==> src/rtl/ram8_gate.sv <==
// ram8_gate: eight 16-bit words with a single-cycle write and an asynchronous clear.
// The read port is purely combinational through mux8way16_gate, selected by the same address as the write.

module mux8way16_gate (
  input  logic [15:0] a_i,
  input  logic [15:0] b_i,
  input  logic [15:0] c_i,
  input  logic [15:0] d_i,
  input  logic [15:0] e_i,
  input  logic [15:0] f_i,
  input  logic [15:0] g_i,
  input  logic [15:0] h_i,
  input  logic [2:0]  sel_i,
  output logic [15:0] out_o
);

  logic [15:0] lvl0_ab;
  logic [15:0] lvl0_cd;
  logic [15:0] lvl0_ef;
  logic [15:0] lvl0_gh;
  logic [15:0] lvl1_lo;
  logic [15:0] lvl1_hi;

  // Binary tree of 2-way muxes: sel_i[0] picks within pairs, sel_i[2] picks the half.
  assign lvl0_ab = sel_i[0] ? b_i : a_i;
  assign lvl0_cd = sel_i[0] ? d_i : c_i;
  assign lvl0_ef = sel_i[0] ? f_i : e_i;
  assign lvl0_gh = sel_i[0] ? h_i : g_i;

  assign lvl1_lo = sel_i[1] ? lvl0_cd : lvl0_ab;
  assign lvl1_hi = sel_i[1] ? lvl0_gh : lvl0_ef;

  assign out_o   = sel_i[2] ? lvl1_hi : lvl1_lo;

endmodule

module ram8_gate #(
  parameter int WIDTH = 16
) (
  input  logic             clk,
  input  logic             rst_n,
  input  logic [WIDTH-1:0] in,
  input  logic             load,
  input  logic [2:0]       address,
  output logic [WIDTH-1:0] out
);

  logic [7:0]       load_dec;
  logic [WIDTH-1:0] word_q [8];
  logic [WIDTH-1:0] word_d [8];

  // One-hot write strobe; all zero when load is low.
  always_comb begin
    // NOTE: the default assignment first keeps every path assigned, so no latch is inferred.
    load_dec = '0;
    if (load) begin
      load_dec[address] = 1'b1;
    end
  end

  always_comb begin
    for (int i = 0; i < 8; i++) begin
      word_d[i] = load_dec[i] ? in : word_q[i];
    end
  end

  always_ff @(posedge clk or negedge rst_n) begin
    if (!rst_n) begin
      // NOTE: these eight words are discrete flops, not a RAM macro, so the asynchronous clear is legitimate.
      for (int i = 0; i < 8; i++) begin
        word_q[i] <= '0;
      end
    end else begin
      // NOTE: non-blocking assignment so every word updates from pre-edge values.
      for (int i = 0; i < 8; i++) begin
        word_q[i] <= word_d[i];
      end
    end
  end

  mux8way16_gate u_read_mux (
    .a_i   (word_q[0]),
    .b_i   (word_q[1]),
    .c_i   (word_q[2]),
    .d_i   (word_q[3]),
    .e_i   (word_q[4]),
    .f_i   (word_q[5]),
    .g_i   (word_q[6]),
    .h_i   (word_q[7]),
    .sel_i (address),
    .out_o (out)
  );

endmodule

==> config.mk <==
export PLATFORM = sky130hd
export DESIGN_NAME = ram8_gate
export DESIGN_NICKNAME = d
export VERILOG_FILES = /design/src/rtl/ram8_gate.sv
export SDC_FILE = /design/constraint.sdc
export NUM_CORES = 1
export LEC_CHECK = 0
export CAP_MARGIN = 10
export CORE_UTILIZATION = 44
export CTS_CLUSTER_DIAMETER = 60
export DETAILED_ROUTE_END_ITERATION = 6
export MAX_ROUTING_LAYER = met4
export SKIP_CTS_REPAIR_TIMING = 1
export SLEW_MARGIN = 15
export SYNTH_ARGS = -nofsm -noshare
export SYNTH_HDL_FRONTEND = slang
export SYNTH_SLANG_ARGS = --single-unit
==> constraint.sdc <==
create_clock -name clk -period 1.8 [get_ports clk]
set_clock_uncertainty 0.05 [all_clocks]
set_input_delay 0.18 -clock clk [delete_from_list [all_inputs] [get_ports clk]]
set_output_delay 0.18 -clock clk [all_outputs]
set_load 0.02 [all_outputs]
Yosys cells after proc, flatten, opt, wreduce, memory -nomap -nowiden
Cells that the tools add are included.

cells by class
  $lt $le $gt $ge = 2
  muxes and demuxes = 10
  reduce and logical (&&, ||, !) cells = 1

operators by type and width
  operator                                                           count
  two-way mux 16 bit                                                 7
  two-way mux 8 bit                                                  1
  less-than comparator 3 x 4 -> 1 bit, second input constant         1
  demux 1 bit (select 3 bit)                                         1
  greater-or-equal comparator 3 x 1 -> 1 bit, second input constant  1
  logical AND 1 bit                                                  1
  two-way mux 1 bit                                                  1

storage, ports and cells
  bits of input ports = 22
  output and inout bits = 16
  logic and storage cells = 21
  register bits = 128

Logic depth before layout (Yosys ltp)
Gate-level depths: netlist of run 1.

  depth in word-level cells = 5
  gate-level depth with buffers = 7
  mapped depth without buffers = 4

Modules after synthesis
Synthesis of run 1 repeated with hierarchy kept, for this count alone.

unflattened totals
  cells, all modules = 336
  area total of the unflattened synthesis = 5985.7 um^2

modules (own cells, without submodules)
  module          cells an instance  area an instance (um^2)  times used  seq. area each (um^2)
  ram8_gate       279                4914.7                   1           3203.1
  mux8way16_gate  57                 1071.0                   1           0.0

Worst setup path before layout of run 1
No wires, ideal clock.

  kind = in2out
  start = in address[0]
  end = out out[15]
  stages = 6
  path buffers = 3
  data required time = 1.570 ns
  arrival = 1.434 ns
  setup slack = 0.136 ns
  path through = buf_4 > buf_6 > buf_4 > mux2_2 > a22oi_1 > o21ai_0

on the way
  longest elaborated chain between the ends = 3
  elaborated cells between the ends (all ways) = 7
  those cells by class = 7 x mux

ends and longest elaborated chain
  element                                       line    text
  start: declaration                            44      input logic [2:0] address,
  two-way mux 16 bit, on equally long branches  n/a
  two-way mux 16 bit, on equally long branches  30, 31
  two-way mux 16 bit (*)                        33      assign out_o = sel_i[2] ? lvl1_hi : lvl1_lo;
  end: declaration                              45      output logic [WIDTH-1:0] out

Mark *: on every way between the ends. The rest lies on a longest branch, timed or not.

Final worst setup path of run 1
  start = reg word_q[77] (netlist bit)
  end = out out[13]

on the way
  longest elaborated chain between the ends = 3

ends and longest elaborated chain
  element                           line  text
  start: declaration                49    logic [WIDTH-1:0] word_q [8];
  start signal: indexed assignment  76    word_q[i] <= word_d[i];
  two-way mux 16 bit                26    assign lvl0_cd = sel_i[0] ? d_i : c_i;
  two-way mux 16 bit                30    assign lvl1_lo = sel_i[1] ? lvl0_cd : lvl0_ab;
  two-way mux 16 bit                33

No other way between the ends.

==> out/metrics.cfg, run 1 <==
[sta]
final-hold-violation-count=0
max_slew_margin=0.636
period_needed_ns=1.93
setup_viol=6
worst_slew_pin_slew_ns=0.546
worst_hold_slack_ns=0.241
setup_slack_ns=-0.130
drv_slew=0
rsz0062_at_grt=true
min_period_over_period=1.07
fmax_mhz=518

[logic_synthesis]
avgSynthCellArea_um2=15.4
ys_async_sr_fraction=1.00
synth_area_mm2=0.00596
synth.distinct_cells=34
ys.flop_type=dfrtp_1
yosysWarnings=0
yosysSeqAreaShare=0.538
synth_edf_count=0
synth-seq-cells=128
synthesis.nets=409
netlist_instances=387

[power]
leakagePower_nw=3.28
vdd_drop_max_mv=0.642
powerDensity_mw_per_mm2=1230
power_mw=9.16

[finish]
top_register=word_q
fill_cells=1123
drive_gt1_frac=0.548
stdcell_count=658
reg.largest.list=word_q x128
largest_reg_flops=128
regArea_mm2=0.00320
syn2layout_area_growth_pct=25.4
fin_area_mm2=0.00747
multiInputGateArea_mm2=0.00262
antenna_cells=0
fin_nets=491

[flow_run]
cap_violations=0

[clock_network]
numCtsBuffers=17
clock-sinks=128
clk_path_buf_depth=2
cts-root-buf=clkbuf_16
cts_tree=done
worst_skew_pair.late_latency_ns=0.41
clk_pin_slew_ns=0.06
h-tree-depth=4

[setup_path]
reg2reg_from=word_q[10]$_DFFE_PN0P_
r2r_slack_ns=0.89
crit_path_start_kind=register
crit_fanout=2
worstSetupEndpointType=primary output
critPathRequiredTime_ns=1.57
cp_data_arrival_time_ns=1.70
rr_endpoint=word_q[10]$_DFFE_PN0P_
r2r_cells=2
crit_type=reg -> out

[global_route]
grt_pass1_vias=3848
grt_pass1_wl_um=21900
gr-total-overflow=0
grt_start_max_net_pins=51
grt_antenna_before_repair=0
grtUsageTotal=0.217

[floorplanning]
start_util=0.450
core-area_mm2=0.0132
row_count=42
die_area_mm2=0.0140
die_x_um=118
die_y_um=118
io_pins=38

[status]
violations=setup timing
status=finished with violations

[drt]
detail_route.wl_per_cell_um=20.1
drtAntennaViolNets=0
via_count=3598
initialDrtViolationCount=212
via_per_inst=5.47
drc=0
routed_wl_um=13200
first_pass_iters=4

[placement]
dp.cells=624
placed_cell_area_mm2=0.00680
dp_slack_ns=-0.389
port_buffers=37
place.gp.congestion=0.732
hpwl_um=8930

[worst_hold_path]
hold_class=in -> async

## logic make-up after synthesis
kind of cell | share of synthesized area
multiplexers | 0.350
AO/OA/AOI/OAI | 0.0416
buffers and inverters | 0.0328
flip-flops | 0.538
AND/OR/NAND/NOR | 0.0380
## layout by cell type, fill, tap and decap left out, drive strengths merged
| cell type | netlist | final |
|---|---|---|
| nor3 | 2 | 2 |
| mux2i | 18 | 18 |
| clkdlybuf4s50 | 0 | 17 |
| nor2b | 2 | 2 |
| o32ai | 3 | 3 |
| a21oi | 4 | 4 |
| mux2 | 145 | 145 |
| nand4 | 1 | 1 |
| a311o | 3 | 3 |
| clkinvlp | 0 | 2 |
| and2b | 1 | 1 |
| and3 | 1 | 1 |
| nand3 | 1 | 1 |
| dfrtp | 128 | 128 |
| dlymetal6s2s | 0 | 1 |
| clkbuf | 1 | 27 |
| clkinv | 0 | 4 |
| mux4 | 12 | 12 |
| bufinv | 0 | 4 |
| nand2 | 1 | 1 |
| and2 | 1 | 1 |
| nand2b | 1 | 1 |
| dlygate4sd3 | 0 | 1 |
| nand4b | 2 | 2 |
| nor2 | 10 | 10 |
| a22oi | 6 | 6 |
| inv | 1 | 1 |
| a221oi | 7 | 7 |
| buf | 23 | 63 |
| o21ai | 7 | 7 |
| a211oi | 4 | 4 |
| nor3b | 2 | 2 |
## report_power, final
part / total, mW / leakage [nW] / internal [mW] / switching [mW]
clock: 3.60 / 0.300 / 2.38 / 1.22
combinational: 1.72 / 1.44 / 1.03 / 0.690
sequential: 3.84 / 1.54 / 3.52 / 0.324
total: 9.16 / 3.28 / 6.93 / 2.23
## worst max-delay path, cell delays in order, from the launching register on
cell     delay (ns)
dfrtp_1        0.39
mux4_2         0.48
mux2_4         0.29
buf_6          0.13
## area by class of cell
class,count,share of cell area
Sequential cell,128,0.429
Tap cell,176,0.0295
Inverter,1,0.000502
Timing Repair Buffer,87,0.108
Clock buffer,22,0.0621
Multi-Input combinational cell,234,0.350
Clock inverter,10,0.0213
## through the flow
| stage | utilization | TNS [ns] |
|---|---|---|
| floorplan | - | 0 |
| global placement | 0.513 | -9.46 |
| detailed placement | 0.513 | -9.89 |
| CTS | 0.560 | -7.20 |
| global route | 0.564 | -1.25 |
| finish | 0.564 | -0.635 |
## synthesized netlist by cell type, drive strengths merged (3+ instances only)
cell type | n | area, µm²
mux2 | 145 | 1630
dfrtp | 128 | 3200
buf | 23 | 188
mux2i | 18 | 180
mux4 | 12 | 270
nor2 | 10 | 40.0
a221oi | 7 | 61.3
o21ai | 7 | 35.0
a22oi | 6 | 45.0
a211oi | 4 | 30.0
a21oi | 4 | 20.0
a311o | 3 | 30.0
o32ai | 3 | 26.3
## how the worst max path moves through the flow
stage                                start       to  slack (ns)  depth (start not counted)
floorplan                       address[0]  out[15]        0.14                          6
global placement                address[0]  out[10]       -0.37                          5
detailed placement              address[0]   out[7]       -0.39                          5
CTS                 word_q[77]$_DFFE_PN0P_  out[13]       -0.55                          3
global route        word_q[77]$_DFFE_PN0P_  out[13]       -0.18                          3
finish              word_q[77]$_DFFE_PN0P_  out[13]       -0.13                          3
## routing by layer
layer  track usage  vias up  wire length [µm]
met4        0.0625        0                78
met5             -        -                 0
met2         0.328       56              6400
met3        0.0555        5               442
met1         0.290     1909              6290
li1              -     1628                 -
Note: power is estimated with default switching activity, not from simulation.
==> inputs of run 2 (changes only) <==
- CAP_MARGIN: 10 -> 20
==> results of run 2 <==
Same layout as run 1: the final DEF is identical, and so are final timing and power.
==> inputs of run 3 (changes only) <==
- RECOVER_POWER: default -> 100
==> out/metrics.cfg, run 3 (synthesized netlist as in run 1, its figures left out) <==
[status]
status=finished with violations
violations=setup timing

[setup_path]
critPathTopFamily=multiplexers
worstSetupEndpointType=primary output
path_cells=mux4_2, mux2_4, buf_6
cp_data_arrival_time_ns=1.70
cp_slowest_cell=mux4_2
crit_type=reg -> out
cpPeakStageDelay_ns=0.48
crit_fanout=2
critPathRequiredTime_ns=1.57
crit_path_start_kind=register
path_buf_inv=1

[clock_network]
clock-sinks=128
cts-root-buf=clkbuf_16
clk_pin_slew_ns=0.06
numCtsBuffers=17
clk_path_buf_depth=2
h-tree-depth=4
cts_tree=done
worst_skew_pair.late_latency_ns=0.41

[drt]
dr.max_layer_used=met4
detail_route.wl_per_cell_um=20.2
drc=0
via_per_inst=5.46
met1Wirelength_um=6110
initialDrtViolationCount=189
wl_met3_um=612
first_pass_iters=4
via_count=3594
drtAntennaViolNets=0
route.met2.wl_um=6440
routed_wl_um=13300

[global_route]
grt_start_max_net_pins=51
grt_pass1_vias=3848
grt_pass1_wl_um=21900
grtUsageTotal=0.217
grt_antenna_before_repair=0
gr-total-overflow=0

[sta]
rsz0062_at_grt=true
max_slew_margin=0.314
fmax_mhz=518
worst_slew_pin_slew_ns=1.03
fin_tns_setup_ns=-0.630
setup_slack_ns=-0.130
setup_viol=6
final-hold-violation-count=0
drv_slew=0
period_needed_ns=1.93
min_period_over_period=1.07
worst_hold_slack_ns=0.433

[power]
powerDensity_mw_per_mm2=1250
switching_share=0.244
internal_power_mw=6.90
p_seq_frac=0.421
vdd_drop_max_mv=0.642
p_comb_frac=0.184
power_mw=9.12
p_switching_mw=2.22
leakagePower_nw=3.16
pwr-share-clk=0.395

[finish]
syn2layout_area_growth_pct=22.1
largest_reg_flops=128
fill_cells=1161
reg.largest.list=word_q x128
top_register=word_q
multiInputGateArea_mm2=0.00255
stdcell_count=658
regArea_mm2=0.00320
antenna_cells=0
final_common_cell=mux2_2
drive_gt1_frac=0.525
fin_nets=491
final_cell_mix=133 x mux2_2, 128 x dfrtp_1, 29 x buf_4

[floorplanning]
start_util=0.450
die_area_mm2=0.0140
row_count=42
core-area_mm2=0.0132
io_pins=38
die_y_um=118
die_x_um=118

[placement]
port_buffers=37
hpwl_um=8930
dp.cells=624
place.gp.congestion=0.732

[flow_run]
cap_violations=0

[worst_hold_path]
hold_class=in -> async

[run 3: changes by cell type in the layout (fill, tap and decap cells not counted), moves of 2 or more]
cell,delta
buf_6,+2
clkbuf_2,+12
clkbuf_1,+6
nand4b_4,-2
nand4b_1,+2
buf_4,-14
nor3b_4,-2
buf_12,-7
[run 3: stage by stage]
stage / utilization / instance area, µm² / worst slack [ns]
floorplan: - / 5960 / 0.136
global placement: 0.513 / 6800 / -0.373
detailed placement: 0.513 / 6800 / -0.389
CTS: 0.560 / 7420 / -0.546
global route: 0.549 / 7270 / -0.179
finish: 0.549 / 7270 / -0.130
[run 3: power by group through the flow]
stage	Sequential, mW	Combinational [mW]	Clock [mW]
floorplan	3.76	1.17	0
global placement	3.86	1.66	0
detailed placement	3.87	1.70	0
CTS	3.83	1.71	3.68
global route	3.92	1.82	3.83
finish	3.84	1.68	3.60
[run 3: worst register-to-register path: stages, from the launching register on]
cell and delay [ns]:
dfrtp_1 0.37, buf_4 0.13, mux2_2 0.25
[run 3: area by class of cell]
type	count	area share
clock inverters	10	0.0219
flip-flops and latches	128	0.441
multi-input cells	234	0.351
clock buffers	22	0.0639
well taps	176	0.0303
repair buffers	87	0.0919
inverters	1	0.000516
[run 3: path summary, 6_finish.rpt]
check                                  startpoint                endpoint  slack, ns  depth (start not counted)
setup / recovery           word_q[77]$_DFFE_PN0P_                 out[13]      -0.13                          3
hold / removal                              rst_n  word_q[99]$_DFFE_PN0P_       0.43                          2
setup reg to reg           word_q[10]$_DFFE_PN0P_  word_q[10]$_DFFE_PN0P_       0.89                          2
hold reg to reg            word_q[73]$_DFFE_PN0P_  word_q[73]$_DFFE_PN0P_       0.44                          1
max in group asynchronous                   rst_n  word_q[12]$_DFFE_PN0P_       0.27                          3
min in group clk           word_q[73]$_DFFE_PN0P_  word_q[73]$_DFFE_PN0P_       0.44                          1
[run 3: per-layer routing]
layer	up-vias	track usage
li1	1624	-
met1	1889	0.290
met2	73	0.328
met3	8	0.0555
met4	0	0.0625
met5	-	-
